$ cat config.mk
export PLATFORM = sky130hd
export DESIGN_NAME = vga_scanout
export DESIGN_NICKNAME = d
export VERILOG_FILES = /design/src/rtl/vga_scanout.sv
export SDC_FILE = /design/constraint.sdc
export NUM_CORES = 1
export LEC_CHECK = 0
export BUFFER_PORTS_ARGS = -buffer_cell sky130_fd_sc_hd__buf_2
export CAP_MARGIN = 20
export CORE_ASPECT_RATIO = 2
export CORE_MARGIN = 2
export CORE_UTILIZATION = 40
export DETAILED_ROUTE_END_ITERATION = 8
export SETUP_SLACK_MARGIN = 0.02
export SYNTH_ARGS = -nofsm -noshare
export SYNTH_HDL_FRONTEND = slang
export SYNTH_SLANG_ARGS = --single-unit
$ cat constraint.sdc
create_clock -name clk -period 5.38 [get_ports clk]
set_input_delay 0.807 -clock clk [delete_from_list [all_inputs] [get_ports clk]]
set_output_delay 0.807 -clock clk [all_outputs]
set_load 0.01 [all_outputs]
$ cat src/rtl/vga_scanout.sv
// ---------------------------------------------------------------------------
// vga_scanout
//
// Raster timing generator and pixel scanout for a VGA-style display. A pair
// of free-running counters walk the frame. Pixels are popped from an
// upstream FIFO whose read data returns RD_LATENCY clocks after the pop
// request. The sync/enable strobes are delayed by the same amount so that
// every output is aligned with the returned pixel word. An empty FIFO never
// stalls the raster: the missing pixel is shown as 0 and a sticky underflow
// flag is raised.
//
// Parameters
//   WIDTH                      pixel / FIFO data width
//   H_ACTIVE,H_FP,H_SYNC,H_BP  horizontal timing in clocks
//   V_ACTIVE,V_FP,V_SYNC,V_BP  vertical timing in lines
//   RD_LATENCY                 FIFO read latency in clocks (legal 1..4)
//
// Ports
//   clk            pixel clock, rising edge
//   rst            asynchronous active-high reset
//   enable         run scanout; when low the raster is parked at (0,0)
//   fifo_empty     upstream FIFO empty flag
//   fifo_rd_data   upstream FIFO read data
//   clr_underflow  clears the sticky underflow flag (a new underflow wins)
//   fifo_rd_ena    pop request to the FIFO (combinational)
//   hsync, vsync   active-low sync strobes
//   de             data enable, high during active video
//   pixel          pixel value, 0 in blanking and for underflowed pixels
//   frame_start    one-cycle pulse on the first pixel of each frame
//   underflow      sticky flag: a pixel was due while the FIFO was empty
//
// All registered outputs are RD_LATENCY+1 clocks behind the counter
// position that produced them.
// ---------------------------------------------------------------------------
module vga_scanout #(
    parameter int WIDTH      = 8,
    parameter int H_ACTIVE   = 640,
    parameter int H_FP       = 16,
    parameter int H_SYNC     = 96,
    parameter int H_BP       = 48,
    parameter int V_ACTIVE   = 480,
    parameter int V_FP       = 10,
    parameter int V_SYNC     = 2,
    parameter int V_BP       = 33,
    parameter int RD_LATENCY = 2
) (
    input  logic             clk,
    input  logic             rst,
    input  logic             enable,
    input  logic             fifo_empty,
    input  logic [WIDTH-1:0] fifo_rd_data,
    input  logic             clr_underflow,
    output logic             fifo_rd_ena,
    output logic             hsync,
    output logic             vsync,
    output logic             de,
    output logic [WIDTH-1:0] pixel,
    output logic             frame_start,
    output logic             underflow
);

    localparam int H_TOTAL = H_ACTIVE + H_FP + H_SYNC + H_BP;
    localparam int V_TOTAL = V_ACTIVE + V_FP + V_SYNC + V_BP;

    // One spare bit so the sync-end boundary still fits when the back porch is 0.
    localparam int HW = $clog2(H_TOTAL + 1);
    localparam int VW = $clog2(V_TOTAL + 1);

    localparam logic [HW-1:0] H_LAST       = HW'(H_TOTAL - 1);
    localparam logic [HW-1:0] H_ACT_END    = HW'(H_ACTIVE);
    localparam logic [HW-1:0] H_SYNC_START = HW'(H_ACTIVE + H_FP);
    localparam logic [HW-1:0] H_SYNC_END   = HW'(H_ACTIVE + H_FP + H_SYNC);
    localparam logic [VW-1:0] V_LAST       = VW'(V_TOTAL - 1);
    localparam logic [VW-1:0] V_ACT_END    = VW'(V_ACTIVE);
    localparam logic [VW-1:0] V_SYNC_START = VW'(V_ACTIVE + V_FP);
    localparam logic [VW-1:0] V_SYNC_END   = VW'(V_ACTIVE + V_FP + V_SYNC);

    // Per-pixel attributes carried alongside the FIFO read latency.
    // rd marks that a pop was issued for this slot, uf that the pixel was missed.
    typedef struct packed {
        logic hs;
        logic vs;
        logic de;
        logic fs;
        logic rd;
        logic uf;
    } stage_t;

    localparam stage_t STAGE_RESET = '{hs: 1'b1, vs: 1'b1, default: 1'b0};

    logic [HW-1:0] h_cnt;
    logic [VW-1:0] v_cnt;
    stage_t        stage0;
    stage_t        pipe [RD_LATENCY];
    stage_t        tail;

    // Raster counters. Disabling parks the raster at (0,0) so that a
    // re-enable always begins a fresh frame.
    always_ff @(posedge clk or posedge rst) begin
        if (rst) begin
            h_cnt <= '0;
            v_cnt <= '0;
        end else if (!enable) begin
            h_cnt <= '0;
            v_cnt <= '0;
        end else if (h_cnt == H_LAST) begin
            h_cnt <= '0;
            v_cnt <= (v_cnt == V_LAST) ? '0 : v_cnt + VW'(1);
        end else begin
            h_cnt <= h_cnt + HW'(1);
        end
    end

    // Stage-0 decode of the current raster position. The pop request is
    // suppressed while reset is asserted because the parked counters
    // would otherwise decode as an active pixel.
    always_comb begin
        logic active;
        active    = (h_cnt < H_ACT_END) && (v_cnt < V_ACT_END);
        stage0.hs = !((h_cnt >= H_SYNC_START) && (h_cnt < H_SYNC_END));
        stage0.vs = !((v_cnt >= V_SYNC_START) && (v_cnt < V_SYNC_END));
        stage0.de = enable && active;
        stage0.fs = enable && (h_cnt == '0) && (v_cnt == '0);
        stage0.rd = !rst && enable && active && !fifo_empty;
        stage0.uf = enable && active && fifo_empty;
    end

    assign fifo_rd_ena = stage0.rd;

    // Delay line matching the FIFO read latency; its last entry describes
    // the pixel whose data is on fifo_rd_data this cycle.
    always_ff @(posedge clk or posedge rst) begin
        if (rst) begin
            for (int i = 0; i < RD_LATENCY; i++) begin
                pipe[i] <= STAGE_RESET;
            end
        end else begin
            pipe[0] <= stage0;
            for (int i = 1; i < RD_LATENCY; i++) begin
                pipe[i] <= pipe[i-1];
            end
        end
    end

    assign tail = pipe[RD_LATENCY-1];

    // Output register. Slots with no pop issued (blanking or underflow)
    // show 0 rather than whatever the FIFO happens to drive. The underflow
    // flag is set from the delayed event so it rises together with the
    // zeroed pixel; a set on the same clock as a clear takes priority.
    always_ff @(posedge clk or posedge rst) begin
        if (rst) begin
            hsync       <= 1'b1;
            vsync       <= 1'b1;
            de          <= 1'b0;
            frame_start <= 1'b0;
            pixel       <= '0;
            underflow   <= 1'b0;
        end else begin
            hsync       <= tail.hs;
            vsync       <= tail.vs;
            de          <= tail.de;
            frame_start <= tail.fs;
            pixel       <= tail.rd ? fifo_rd_data : '0;
            if (tail.uf) begin
                underflow <= 1'b1;
            end else if (clr_underflow) begin
                underflow <= 1'b0;
            end
        end
    end

endmodule

==> reports/metrics.yaml, run 1 <==
min_period_over_period_pct: 47.2
fin_skew_ns: 0.00773
antenna_left: 0
ys_ff_latch: 45
synth.distinct_cells: 43
core_um2: 4770
die_y_um: 103
reg2reg_from: "h_cnt[0]$_DFF_PP0_"
fmax_ghz: 0.394
multi_input_area_um2: 752
place_hpwl_um: 2390
cap_violations: 0
synth_area_um2: 1950
grt_pass1_wl_um: 5840
holdBufCountCts: 0
synthFlopType: "dfrtp_1"
tightest_slew_ns: 0.627
synth.area.mux_share_pct: 0.514
synthSimpleGateAreaFrac_pct: 24.5
viasPerCell: 5.26
diodes: 0
cts_htree_levels: 2
crit_start: "enable"
routed_wl_um: 3420
power.leakage_uw: 0.000993
slew_headroom_pct: 57.7
hold_depth: 0
gr-max-usage-layer: "met2"
antenna_found_initial: 0
io_pins: 27
synth_edf_count: 0
cp_data_arrival_time_ns: 1.73
crit_chain: "buf_2 > and4_1 > nor3b_1 > buf_2"
report.final.hold_viol_count: 0
p_per_area_nw_per_um2: 268
start_util_pct: 40.8
die_x_um: 53.3
seqCellArea_um2: 1130
instances_no_fill: 262
synth_area_leaders: "dfrtp_1, dfstp_2, and2_1, xnor2_1, ha_1"
area.growth.synth_to_final_pct: 13.8
cpPeakStageDelay_ns: 0.27
port_buffers: 26
grt.overflow.total: 0
cp.required_ns: 4.57
firstDrtPassIters: 5
fill_cells: 465
post_cts_buffers: 0
drt_first_iter_violations: 17
period_needed_ns: 2.54
drc: 0
synth_top_family_by_area: "simple AND/OR/NAND/NOR gates"
layout_common_cells: "dfrtp_1, buf_2, nand2_1, and2_1, nand3_1"
root_buffer: "clkbuf_8"
clk_pin_slew_worst_paths_ns: 0.09
placed_cells: 254
ys_seq_area_share_pct: 58.2
synthArstFlopShare_pct: 100
dieArea_um2: 5470
grt_max_degree: 46
cts_max_path_buffers: 2
cp_max_fo: 15
cp_common_cell: "buf_2"
synth_top_area_share_pct: 50.1
setup_tns_ns: 0
place_area_um2: 2120
yosys_warnings: 0
wl_per_cell_um: 13.0
crit_path_end_kind: "output pin"
maxSlewViolCount: 0
outcome: "completed"
syn_inst: 174
postSynthAreaPerCell_um2: 11.2
grt_pass1_vias: 1255
yosysTopAreaCell: "dfrtp_1"
cp-start-kind: "primary input"
setup_violations: 0
use_met2_pct: 22.4
num_rows: 36
cts.sinks: 45
cpMaxStageDelayCell: "and4_1"
worst_hold_startpoint: "pipe[2]$_DFF_PP0_"
grt.total_usage_pct: 14.4
cts_buffers: 5
use_met3_pct: 3.04
gp_congestion: 0.851
final_common_cell: "dfrtp_1"
via_count: 1379
clk-insertion-delay-late_ns: 0.30
synth-adder-area-share_pct: 2.57
cts_tree: "yes"
cts_resized: 0
whs_ns: 0.356
layout-drive-gt1-share_pct: 24.9
synthesis.nets: 191
hp-class: "reg2reg"
ir_drop_mv: 0.196
nets: 221
rsz0062_at_grt: "no"
total_power_uw: 592
met1_usage_pct: 18.4
synth_xor_area_share_pct: 4.05
final_cell_area_um2: 2210
synth_compound_area_share_pct: 7.01
critPathKind: "in2out"
r2r_cells: 5
[final cells by class]
cell class              count  share of cell area (%)
flip-flops and latches     45                    51.2
multi-input cells         117                    34.0
repair buffers             27                    6.21
well taps                  57                    3.22
clock buffers               5                    3.11
inverters                   8                    1.36
clock inverters             3                   0.960
[synth_stat cells (3+ instances only)]
library cell	instances
nand4_1	6
o21ai_0	7
or3_2	5
xor2_1	3
ha_1	4
and2_1	13
a21oi_1	4
xnor2_1	6
and3_1	3
dfstp_2	6
nand2_1	13
dfrtp_1	39
nand3_1	10
nor2_1	9
nor3_1	5
inv_1	8
[layer usage]
layer  up-vias  wire length [um]
met1       675              1440
met3         9               113
met4         0                88
met2        30              1770
met5         -                 0
li1        665                 -
[flip-flops by register name, summed over array words and instances (netlist names)]
name	cells
pipe	12
h_cnt	10
v_cnt	10
pixel	8
de	1
frame_start	1
hsync	1
underflow	1
vsync	1
[critical path, delay by kind of cell]
kind          cells  cell delay [ns]
simple gates      2             0.53
buf+inv           2             0.40
[where the power goes]
part	total [uW]	internal, uW	leakage [uW]	switching (uW)
Clock	210	92.1	0.0000445	118
Sequential	351	347	0.000588	4.47
Combinational	30.9	12.5	0.000360	18.4
Total	592	451	0.000993	141
[worst paths after layout]
| check | slack (ns) | endpoint |
|---|---|---|
| min reg2reg | 0.36 | frame_start$_DFF_PP0_ |
| min | 0.36 | frame_start$_DFF_PP0_ |
| max in group asynchronous | 4.37 | hsync$_DFF_PP1_ |
| max | 2.84 | fifo_rd_ena |
| min in group asynchronous | 0.64 | pixel[2]$_DFF_PP0_ |
| max reg2reg | 3.25 | v_cnt[7]$_DFFE_PP0P_ |
[through the flow]
step           setup WS [ns]  utilization [%]
6_report                2.84             46.4
3_3_place_gp            2.86             44.5
3_5_place_dp            2.80             44.5
2_1_floorplan           3.21                -
4_1_cts                 2.79             46.4
5_1_grt                 2.68             46.4
[logic make-up after synthesis]
| logic type | Yosys count |
|---|---|
| AND/OR/NAND/NOR | 82 |
| buffers and inverters | 12 |
| flip-flops | 45 |
| AO/OA/AOI/OAI | 21 |
| XOR/XNOR | 9 |
| multiplexers | 1 |
| adder cells (fa/ha/maj) | 4 |
(Power assumes the default switching activity.)
==> run 2: changes to the inputs <==
==> constraint.sdc (replaced) <==
create_clock -name clk -period 2.6 [get_ports clk]
set_input_delay 0.39 -clock clk [delete_from_list [all_inputs] [get_ports clk]]
set_output_delay 0.39 -clock clk [all_outputs]
set_load 0.01 [all_outputs]
==> run 2 against run 1 <==
  * Worst hold slack got worse by 0.26 ns
  * Register-to-register slack got worse by 2.7 ns
  * Critical path depth rose by 1
  * Total power rose by 120%
  * Global-route usage rose by 0.051 points
  * Combinational power rose by 110%
  * Sequential power rose by 110%
  * Cell area rose by 1.5%
  * Wire length fell by 0.85%
  * Largest cell class unchanged
  * Critical endpoint is now v_cnt[7]$_DFFE_PP0P_
==> reports/metrics.yaml, run 2 (same netlist as run 1, synthesis figures left out) <==
outcome: "completed"  # unchanged
p_per_area_nw_per_um2: 587  # was 268 nW/um2
ir_drop_mv: 0.386  # was 0.196 mV
cp_max_fo: 9  # was 15
post_cts_buffers: 0  # unchanged
root_buffer: "clkbuf_8"  # unchanged
cts_htree_levels: 2  # unchanged
top_regs: "pipe x12, h_cnt x10, v_cnt x10"  # unchanged
die_y_um: 103  # unchanged
slew_headroom_pct: 60.9  # was 57.7%
port_buffers: 26  # unchanged
layout_common_cells: "dfrtp_1, buf_2, nand2_1, and2_1, nand3_1"  # unchanged
cap_violations: 0  # unchanged
routed_wl_um: 3390  # was 3420 um
layout-drive-gt1-share_pct: 24.8  # was 24.9%
r2r_cells: 5  # unchanged
critPathKind: "reg2reg"  # was in2out
viasPerCell: 5.14  # was 5.26
setup_violations: 0  # unchanged
regMostFlops: "pipe"  # unchanged
cpMaxStageDelayCell: "or4_4"  # was and4_1
final_common_cell: "dfrtp_1"  # unchanged
cp.depth: 5  # was 4
grt_pass1_wl_um: 5830  # was 5840 um
reg2reg_slack_ns: 0.50  # was 3.25 ns
grt_pass1_vias: 1270  # was 1255
cp.required_ns: 2.82  # was 4.57 ns
cp_num_buf_inv: 0  # was 2
clk-insertion-delay-late_ns: 0.29  # was 0.30 ns
crit_path_end_kind: "flop"  # was output pin
crit_chain: "ha_1 > nand4_1 > o31a_1 > or4_4 > a21oi_2"  # was buf_2 > and4_1 > nor3b_1 > buf_2
grt_max_degree: 19  # was 46
cts.sinks: 45  # unchanged
fill_cells: 468  # was 465
core_um2: 4770  # unchanged
die_x_um: 53.3  # unchanged
cts_buffers: 5  # unchanged
tightest_slew_ns: 0.583  # was 0.627 ns
io_pins: 27  # unchanged
firstDrtPassIters: 4  # was 5
antenna_found_initial: 0  # unchanged
power.leakage_uw: 0.00101  # was 0.000993 uW
place_hpwl_um: 2570  # was 2390 um
cts_tree: "yes"  # unchanged
cp_data_arrival_time_ns: 2.32  # was 1.73 ns
clk_pin_slew_worst_paths_ns: 0.08  # was 0.09 ns
grt.total_usage_pct: 14.5  # was 14.4%
drc: 0  # unchanged
reg2reg_to: "v_cnt[7]$_DFFE_PP0P_"  # unchanged
area.growth.synth_to_final_pct: 15.5  # was 13.8%
fin_skew_ns: 0.00359  # was 0.00773 ns
cpLargestDelayFamily: "simple AND/OR/NAND/NOR gates"  # unchanged
rsz0062_at_grt: "no"  # unchanged
cpPeakStageDelay_ns: 0.54  # was 0.27 ns
maxSlewViolCount: 0  # unchanged
report.final.hold_viol_count: 0  # unchanged
dieArea_um2: 5470  # unchanged
period_needed_ns: 2.10
hp-class: "in2async"  # was reg2reg
antenna_left: 0  # unchanged
start_util_pct: 40.8  # unchanged
nets: 222  # was 221
largest_register_ffs: 12  # unchanged
final_cell_area_um2: 2250  # was 2210 um2
cp-start-kind: "flop"  # was primary input
cts_max_path_buffers: 2  # unchanged
holdBufCountCts: 0  # unchanged
whs_ns: 0.0921  # was 0.356 ns
reg2reg_from: "h_cnt[0]$_DFF_PP0_"  # unchanged
diodes: 0  # unchanged
place_area_um2: 2130  # was 2120 um2
seqCellArea_um2: 1130  # unchanged
grt.overflow.total: 0  # unchanged
fmax_ghz: 0.476
setup_tns_ns: 0  # unchanged
via_count: 1352  # was 1379
multi_input_area_um2: 752  # unchanged
cts_resized: 0  # unchanged
gp_congestion: 0.819  # was 0.851
total_power_uw: 1320  # was 592 uW
wl_per_cell_um: 12.9  # was 13.0 um
min_period_over_period_pct: 80.7
num_rows: 36  # unchanged
drt_first_iter_violations: 16  # was 17
==> run 2: how the worst max path moves through the flow <==
stage	startpoint	endpoint	slack, ns
floorplan	h_cnt[0]$_DFF_PP0_	v_cnt[7]$_DFFE_PP0P_	0.71
global placement	h_cnt[0]$_DFF_PP0_	v_cnt[7]$_DFFE_PP0P_	0.60
detailed placement	h_cnt[0]$_DFF_PP0_	v_cnt[7]$_DFFE_PP0P_	0.52
CTS	v_cnt[5]$_DFFE_PP0P_	fifo_rd_ena	0.48
global route	v_cnt[5]$_DFFE_PP0P_	fifo_rd_ena	0.39
finish	h_cnt[0]$_DFF_PP0_	v_cnt[7]$_DFFE_PP0P_	0.50
==> run 2: worst reg2reg max path: stages (launching register included) <==
cell and delay [ns]:
dfrtp_1 0.41, ha_1 0.25, nand4_1 0.24, o31a_1 0.45, or4_4 0.54, a21oi_2 0.14
==> run 2: routing by layer <==
| layer | track usage (%) | part of all wire [%] | vias to the layer above |
|---|---|---|---|
| li1 | - | - | 666 |
| met2 | 22.9 | 52 | 21 |
| met4 | 6.31 | 1.8 | 0 |
| met1 | 18.8 | 44 | 660 |
| met3 | 3.04 | 2.7 | 5 |
| met5 | 0 | 0 | - |
==> run 2: where the power goes <==
part	internal, uW	leakage [uW]	switching, uW
registers	718	0.000588	9.10
logic	27.0	0.000365	38.8
clock network	313	0.0000585	214
total	1060	0.00101	262
==> run 2: area by class of cell <==
type	instances	share of cell area, %
Multi-Input combinational cell	117	33.4
Inverter	8	1.34
Tap cell	57	3.17
Clock buffer	7	3.84
Clock inverter	1	1.34
Timing Repair Buffer	28	6.46
Sequential cell	45	50.4
==> run 2: metrics by stage <==
step	setup slack, ns	cells	util, %
floorplan	0.705	174	-
global placement	0.601	255	44.7
detailed placement	0.522	255	44.7
CTS	0.483	263	47.1
global route	0.389	263	47.1
finish	0.501	263	47.1
